File: config.mk
export PLATFORM = sky130hd
export DESIGN_NAME = omp_frame_collector
export DESIGN_NICKNAME = d
export VERILOG_FILES = /design/src/rtl/omp_frame_collector.sv
export SDC_FILE = /design/constraint.sdc
export NUM_CORES = 2
export LEC_CHECK = 0
export CAP_MARGIN = 40
export CORE_MARGIN = 5
export CORE_UTILIZATION = 55
export DETAILED_ROUTE_END_ITERATION = 6
export GPL_TIMING_DRIVEN = 0
export PLACE_DENSITY_LB_ADDON = 0.08
export SLEW_MARGIN = 20
export SYNTH_ARGS = -nofsm -noshare
export SYNTH_HDL_FRONTEND = slang
export SYNTH_SLANG_ARGS = --single-unit
File: constraint.sdc
create_clock -name clk -period 6.1 [get_ports clk]
set_clock_uncertainty 0.15 [all_clocks]
set_input_delay 0.61 -clock clk [delete_from_list [all_inputs] [get_ports clk]]
set_output_delay 0.61 -clock clk [all_outputs]
set_load 0.02 [all_outputs]
File: src/rtl/omp_frame_collector.sv
// Ping-pong capture buffer: absorbs an unordered pixel write stream per frame, zero-fills
// unwritten pixels and streams completed frames out in raster order over valid/ready.
module omp_frame_collector #(
  parameter int unsigned PIX_W  = 24,
  parameter int unsigned ADDR_W = 6,
  parameter int unsigned CNT_W  = 8
) (
  input  logic              clk,
  input  logic              rst_n,
  input  logic              pixel_we,
  input  logic [ADDR_W-1:0] pixel_addr,
  input  logic [PIX_W-1:0]  pixel_val,
  input  logic              frame_done,
  output logic              wr_ready,
  output logic              out_valid,
  input  logic              out_ready,
  output logic [PIX_W-1:0]  out_data,
  output logic [ADDR_W-1:0] out_addr,
  output logic              out_last,
  output logic [CNT_W-1:0]  frames_out,
  output logic              dup_err,
  output logic              drop_err
);

  localparam int unsigned Depth = 2 ** ADDR_W;
  localparam logic [ADDR_W-1:0] LastIdx = '1;

  typedef enum logic [1:0] {BkEmpty, BkFilling, BkFull, BkReading} bank_st_e;

  bank_st_e          bank_st_q [2];
  bank_st_e          bank_st_d [2];
  logic [Depth-1:0]  mask_q [2];
  logic [Depth-1:0]  mask_d [2];
  logic [PIX_W-1:0]  ram_q [2][Depth];

  logic              fill_bank_q, fill_bank_d;
  logic              wr_ready_q, wr_ready_d;
  logic              iss_bank_q, iss_bank_d;
  logic              iss_run_q, iss_run_d;
  logic [ADDR_W-1:0] iss_idx_q, iss_idx_d;
  logic              free_bank_q, free_bank_d;

  logic              s1_vld_q, s1_vld_d, s1_last_q;
  logic [PIX_W-1:0]  s1_data_q;
  logic [ADDR_W-1:0] s1_addr_q;

  logic              out_valid_q, out_last_q;
  logic [PIX_W-1:0]  out_data_q;
  logic [ADDR_W-1:0] out_addr_q;
  logic [CNT_W-1:0]  frames_q;
  logic              dup_q, drop_q;

  logic s2_ready, s1_ready, iss_start, iss_fire, iss_last, hs_last;
  logic wr_acc, close, other_free;

  always_comb begin
    s2_ready   = !out_valid_q || out_ready;
    s1_ready   = !s1_vld_q || s2_ready;
    iss_start  = !iss_run_q && (bank_st_q[iss_bank_q] == BkFull);
    iss_fire   = (iss_run_q || iss_start) && s1_ready;
    iss_last   = iss_fire && (iss_idx_q == LastIdx);
    hs_last    = out_valid_q && out_ready && out_last_q;
    wr_acc     = wr_ready_q && pixel_we;
    close      = wr_ready_q && frame_done;
    // The other bank counts as free if its last pixel is handed off on this very edge
    other_free = (bank_st_q[!fill_bank_q] == BkEmpty) ||
                 (hs_last && (free_bank_q == !fill_bank_q));
    s1_vld_d   = iss_fire ? 1'b1 : (s2_ready ? 1'b0 : s1_vld_q);

    bank_st_d   = bank_st_q;
    mask_d      = mask_q;
    fill_bank_d = fill_bank_q;
    wr_ready_d  = wr_ready_q;
    iss_bank_d  = iss_bank_q;
    iss_run_d   = iss_run_q;
    iss_idx_d   = iss_idx_q;
    free_bank_d = free_bank_q;

    if (iss_start) begin
      bank_st_d[iss_bank_q] = BkReading;
      iss_run_d             = 1'b1;
    end
    // Issue pointer moves on as soon as the last read is issued so the next frame has no gap
    if (iss_last) begin
      iss_run_d  = 1'b0;
      iss_bank_d = !iss_bank_q;
      iss_idx_d  = '0;
    end else if (iss_fire) begin
      iss_idx_d = iss_idx_q + ADDR_W'(1);
    end

    if (hs_last) begin
      bank_st_d[free_bank_q] = BkEmpty;
      free_bank_d            = !free_bank_q;
      if (!wr_ready_q) begin
        bank_st_d[free_bank_q] = BkFilling;
        mask_d[free_bank_q]    = '0;
        fill_bank_d            = free_bank_q;
        wr_ready_d             = 1'b1;
      end
    end

    if (wr_acc) mask_d[fill_bank_q][pixel_addr] = 1'b1;

    if (close) begin
      bank_st_d[fill_bank_q] = BkFull;
      if (other_free) begin
        bank_st_d[!fill_bank_q] = BkFilling;
        mask_d[!fill_bank_q]    = '0;
        fill_bank_d             = !fill_bank_q;
      end else begin
        wr_ready_d = 1'b0;
      end
    end
  end

  always_ff @(posedge clk) begin
    if (!rst_n) begin
      bank_st_q[0] <= BkFilling;
      bank_st_q[1] <= BkEmpty;
      mask_q[0]    <= '0;
      mask_q[1]    <= '0;
      fill_bank_q  <= 1'b0;
      wr_ready_q   <= 1'b1;
      iss_bank_q   <= 1'b0;
      iss_run_q    <= 1'b0;
      iss_idx_q    <= '0;
      free_bank_q  <= 1'b0;
      frames_q     <= '0;
      dup_q        <= 1'b0;
      drop_q       <= 1'b0;
    end else begin
      bank_st_q   <= bank_st_d;
      mask_q      <= mask_d;
      fill_bank_q <= fill_bank_d;
      wr_ready_q  <= wr_ready_d;
      iss_bank_q  <= iss_bank_d;
      iss_run_q   <= iss_run_d;
      iss_idx_q   <= iss_idx_d;
      free_bank_q <= free_bank_d;
      if (hs_last) frames_q <= frames_q + CNT_W'(1);
      if (wr_acc && mask_q[fill_bank_q][pixel_addr]) dup_q <= 1'b1;
      if (!wr_ready_q && (pixel_we || frame_done)) drop_q <= 1'b1;
    end
  end

  always_ff @(posedge clk) begin
    if (wr_acc) ram_q[fill_bank_q][pixel_addr] <= pixel_val;
  end

  // Stage 1 holds synchronous RAM read data; stage 2 is the output register
  always_ff @(posedge clk) begin
    if (!rst_n) begin
      s1_vld_q    <= 1'b0;
      s1_data_q   <= '0;
      s1_addr_q   <= '0;
      s1_last_q   <= 1'b0;
      out_valid_q <= 1'b0;
      out_data_q  <= '0;
      out_addr_q  <= '0;
      out_last_q  <= 1'b0;
    end else begin
      s1_vld_q <= s1_vld_d;
      if (iss_fire) begin
        s1_data_q <= mask_q[iss_bank_q][iss_idx_q] ? ram_q[iss_bank_q][iss_idx_q] : '0;
        s1_addr_q <= iss_idx_q;
        s1_last_q <= (iss_idx_q == LastIdx);
      end
      if (s2_ready) begin
        out_valid_q <= s1_vld_q;
        if (s1_vld_q) begin
          out_data_q <= s1_data_q;
          out_addr_q <= s1_addr_q;
          out_last_q <= s1_last_q;
        end
      end
    end
  end

  assign wr_ready   = wr_ready_q;
  assign out_valid  = out_valid_q;
  assign out_data   = out_data_q;
  assign out_addr   = out_addr_q;
  assign out_last   = out_last_q;
  assign frames_out = frames_q;
  assign dup_err    = dup_q;
  assign drop_err   = drop_q;

endmodule

Yosys cells after proc, flatten, opt, wreduce, memory -nomap -nowiden
Memory sizes are Yosys's and may differ from the RTL's. A register that Yosys moved wholly into a read port is not among the register bits.
Index checks and enable logic that the tools add are counted.

operators by class
  bitwise operators = 24
  equal/unequal tests = 3
  mux-type cells = 61
  magnitude comparators = 14
  reductions and logical operators = 32
  $add $sub $neg = 2

operators by type and width
  operator                                                     number
  two-way mux 1536 bit                                         1
  two-way mux 128 bit                                          5
  two-way mux 64 bit                                           9
  bitwise AND 128 bit                                          2
  inverter 128 bit                                             2
  demux 64 bit (select 1 bit)                                  3
  binary-select mux 24 bit (select 6 bit)                      1
  demux 24 bit (select 6 bit)                                  1
  OR 128 bit                                                   1
  two-way mux 24 bit                                           4
  two-way mux 2 bit                                            10
  two-way mux 4 bit                                            5
  logical AND 1 bit                                            16
  two-way mux 1 bit                                            15
  >= comparator 7 bit (second input constant)                  2
  less-than comparator 6 x 7 -> 1 bit (second input constant)  2
  inverter 6 -> 7 bit                                          2
  binary-select mux 1 bit (select 6 bit)                       2
  adder 8 x 1 -> 8 bit (second input constant)                 1
  demux 2 bit (select 1 bit)                                   4
  >= comparator 2 bit (second input constant)                  4
  less-than comparator 2 x 1 -> 1 bit (second input constant)  4
  inverter 1 -> 2 bit                                          4
  zero test 1 bit                                              7
  19 further kinds                                             29

word-level totals
  bits of input ports = 35
  output and inout bits = 43
  flip-flop bits (word level) = 217
  bits in writable memories = 3072
  memories kept = 1

memories
  memory  depth  width  rd ports  clocked after memory_dff  wr ports  RTL line  source
  ram_q   2      1536   1         1                         1         34        logic [PIX_W-1:0] ram_q [2][Depth];

Logic depth before layout (Yosys ltp)
  word-level depth = 15
  depth in mapped cells = 13
  mapped depth without buffers = 7

Worst setup path before layout
OpenSTA, ideal clock, no wires.

  path type = input-to-reg
  start = input port pixel_addr[0]
  end = memory ram_q[0][1000] (netlist name) (enable)
  data required time = 5513 ps
  path buffers = 2
  stages on the path = 5
  data arrival time = 3203 ps
  slack = 2309 ps
  cells stage by stage = clkbuf_1 > buf_2 > nor2b_1 > nand2_1 > nor3_1

between the ends
  longest elaborated chain between the ends = 6
  elaborated cells on any way between the ends = 7
  those cells by class = 2 x order compare; 3 x mux; 1 x bitwise; 1 x reduce/logical

ends and longest elaborated chain
  what                                                                                              RTL line  source
  start: declaration                                                                                11        input logic [ADDR_W-1:0] pixel_addr,
  inverter 6 -> 7 bit (not written as such) (*)                                                     148       if (wr_acc) ram_q[fill_bank_q][pixel_addr] <= pixel_val;
  >= comparator 7 bit (not written as such) or less-than comparator 7 x 1 -> 1 bit (tied branches)  148
  logical AND 1 bit (not written as such)                                                           148
  two-way mux 24 bit (not written as such)                                                          148
  demux 24 bit (select 6 bit) (*)                                                                   148
  two-way mux 1536 bit (not written as such) (*)                                                    148
  end: declaration                                                                                  34

Mark *: on every way between the ends. The rest lies on a longest branch, timed or not.

Worst setup path after layout
  start = register iss_idx_q[1]
  end = register s1_data_q[10]

between the ends
  longest elaborated chain between the ends = 5
  elaborated cells on any way between the ends = 7
  those cells by class = 6 x mux; 1 x bitwise

ends and longest elaborated chain
  what                                                   RTL line  source
  start: declaration                                     40        logic [ADDR_W-1:0] iss_idx_q, iss_idx_d;
  start signal: assignment                               139       iss_idx_q <= iss_idx_d;
  inverter 6 -> 7 bit (not written as such)              165       s1_data_q <= mask_q[iss_bank_q][iss_idx_q] ? ram_q[iss_bank_q][iss_idx_q] : '0;
  binary-select mux 24 bit (select 6 bit)                165
  two-way mux 24 bit (not written as such) (2 in a row)  165
  two-way mux 24 bit (*)                                 165
  end signal: assignment                                 165
  end: declaration                                       44        logic [PIX_W-1:0] s1_data_q;

Mark *: on every way between the ends. The rest lies on a longest branch, timed or not. The select of a mux whose other input is x is not followed.
A chain may end at the register's enable or synchronous reset.

==> impl_metrics.ini <==
[outcome]
status = complete, no violations

[critical_path]
reg2reg_depth = 12
r2r_end = s1_data_q[10]
r2r_start = iss_idx_q[1]
cp_cell_sequence = clkbuf_2, buf_6, buf_6, buf_4, clkbuf_1, buf_8, buf_2, mux4_2, nand2_1, o31ai_1, nor3_1, o31ai_1
critical_path_class = flop to flop
crit_slowest_cell = buf_2
critPathMaxFanout = 10
worstSetupEndpointType = flop
crit_arrival_ns = 6.07
ff2ff_setup_slack_ns = 0.71
required_ns = 6.78
startpoint_type = flop
cpPeakStageDelay_ns = 0.72

[cts]
cts-buffers-inserted = 345
cts.htree.levels = 5
cts_resized = 0
clk_pin_slew_worst_paths_ns = 0.06
cts_tree = done
cts.path.max_buffers = 4
root_buffer = clkbuf_16
clk-insertion-delay-late_ns = 1.00
clkSinkCount = 3290
postCtsSetupBuffers = 0
hold_buffers = 23

[layout]
area_delta_synth_final_pct = 17.7
nFillCells = 15700
nets = 7168
drive_gt1_frac = 0.257
final_cells = 10500
final_util = 0.649

[synthesis]
synth-simple-area-share = 0.0230
syn_avg_cell_area_um2 = 20.1
syn-cell-area_um2 = 128000
yosysTopAreaCell = edfxtp_1
postSynth.asyncResetShare = 0
synth_top_family_by_area = multiplexers
synthDistinctLibCells = 65
synthTopCellsByArea = edfxtp_1 72%, mux4_2 12%, mux2i_1 3.8%, dfxtp_1 3.4%, a21oi_1 0.93%
synth_commonest_cells = 3072 x edfxtp_1, 664 x mux4_2, 480 x mux2i_1, 292 x nor2_1, 238 x a21oi_1
yosysSeqAreaShare = 0.755
ys_seq_elements = 3290
synth_most_common_cell = edfxtp_1
synth_compound_area_frac = 0.0438
muxShareOfSynthArea = 0.157
syn_inst = 6365
synth_flop_cell = edfxtp_1
yosysTopAreaCellShare = 0.721
synth_fa_ha_area_frac = 0.000196
synth_edf_count = 3072
synth-xor-area-share = 0.000890
syn-num-nets = 6402
yosysWarnings = 0

[job]
maxCapViolCount = 0

[grt]
grt_max_degree = 109
busiest_layer = met2
use_met1 = 0.525
grt_use_total = 0.397
grt_pass1_wl_mm = 635
grt_overflow = 0
grt_use_met2 = 0.574
antenna_found_initial = 44
gr-usage-met3 = 0.115
grt_pass1_vias = 70100

[die]
die_w_um = 492
io_pins = 78
core-area_um2 = 232000
die_area_um2 = 242000
start_util = 0.551
die_h_um = 492
row_count = 177

[place]
dp_cells = 9786
gp_congestion = 1.05
io_buffers = 71
dp_hpwl_mm = 342

[power_and_ir_drop]
pwr_density_cell_nw_per_um2 = 314
p_leak_nw = 46.4
ir_worst_vdd_v = 0.000296

[routing]
routedWlPerCell_um = 46.2
drcViolationCount = 0
vias_per_cell = 7.08
finalWirelength_mm = 484
first_pass_iters = 6
vias = 74200
drt_iter0_drc = 12900
final_antenna_net_count = 0

[timing]
hold_viol = 0
fmax_mhz = 186
slew_viol_final = 0
finalCritPeriodShare = 0.884
tns_ns = 0
grt_setup_unrepaired = no
slew_headroom = 0.268
tightest_slew_ns = 1.09
finalSetupViolations = 0
period_needed_ns = 5.39

[worst_hold_path]
whs_endpoint = ram_q[1][593]
hp-start = pixel_val[17]
min_path_cells = 1
hp-class = primary input to flop
## worst max-delay path, delay by kind of cell, from the launching register on
family	cells	cell delay, ns
muxes	1	0.66
AOI/OAI and AO/OA	2	0.37
and+or+nand+nor	2	1.17
DFF	1	0.34
buffers and inverters	7	2.50
## metal layers
layer,up-vias,part of all wire
met5,-,0.00023
met4,16,0.085
met1,39000,0.35
met3,1299,0.13
met2,5933,0.44
li1,28000,-
## metrics by stage
stage / worst slack [ns] / hold WS (ns) / total power, mW / instance area, um2
2_1_floorplan: 2.31 / 0.275 / 26.1 / 128000
3_3_place_gp: -2.68 / 0.295 / 27.5 / 132000
3_5_place_dp: 0.911 / 0.293 / 27.5 / 140000
4_1_cts: 0.941 / 0.00836 / 47.2 / 150000
5_1_grt: 0.751 / 0.0184 / 48.3 / 151000
6_report: 0.709 / 0.0289 / 47.3 / 151000
## cell type report
cell class                      instances  area, um2  share of cell area
Sequential cell                      3290      96600               0.641
Multi-Input combinational cell       2675      29800               0.198
Clock buffer                          456       9350              0.0621
Timing Repair Buffer                  419       7180              0.0477
Tap cell                             3043       3810              0.0253
Buffer                                394       2590              0.0172
Clock inverter                        148       1200             0.00797
Antenna cell                           46        115            0.000764
Inverter                                6       22.5            0.000149
## cell families after synthesis
group,count (synthesis)
flops,3290
mux,1162
compound gates,824
simple gates,674
buf+inv,400
xor+xnor,13
fa+ha+maj,2
## state kept, by name, indices dropped and copies added (netlist names), named ones only
signal and cells:
frames_out 8, out_valid 1, free_bank_q 1, out_last 1
iss_run_q 1, out_data 24, drop_err 1, iss_bank_q 1
mask_q 128, bank_st_q 4, ram_q 3072, out_addr 6
wr_ready 1, s1_vld_q 1, dup_err 1, s1_addr_q 6
s1_data_q 24, fill_bank_q 1, s1_last_q 1, iss_idx_q 6
## cell usage in the layout (no fill, tap or decap), types with 29 or more instances in the layout
cell type,count
edfxtp_1,3072
mux4_2,664
mux2i_1,480
clkbuf_16,352
a21oi_1,238
dfxtp_1,218
clkbuf_1,201
nand2_1,200
nor2_1,167
buf_2,130
nor2_4,125
buf_6,113
buf_12,113
buf_16,104
a22oi_1,97
a221oi_1,85
buf_4,78
o21ai_0,76
clkinv_1,60
clkinv_2,58
buf_8,56
o31ai_1,56
nor2b_1,47
clkdlybuf4s50_1,47
diode_2,46
a211oi_1,39
a31oi_1,39
a21boi_0,34
nand3_1,31
a221o_1,29
## power by group
| part | total (mW) | leakage, nW | switching (mW) | internal (mW) |
|---|---|---|---|---|
| Clock | 20.1 | 5.17 | 8.60 | 11.5 |
| Sequential | 24.7 | 29.4 | 0.0238 | 24.7 |
| Combinational | 2.44 | 11.9 | 1.76 | 0.677 |
| Total | 47.3 | 46.4 | 10.4 | 36.9 |
## worst max path at each step
stage	startpoint	depth (start not counted)	end	slack, ns
6_report	iss_idx_q[1]	12	s1_data_q[10]	0.71
5_1_grt	iss_idx_q[1]	11	s1_data_q[8]	0.75
4_1_cts	iss_idx_q[1]	11	s1_data_q[8]	0.94
3_5_place_dp	iss_idx_q[1]	11	s1_data_q[8]	0.91
3_3_place_gp	pixel_we	5	ram_q[0][410]	-2.68
2_1_floorplan	pixel_addr[0]	5	ram_q[0][1000]	2.31
Note: power is estimated with default switching activity, not from simulation.
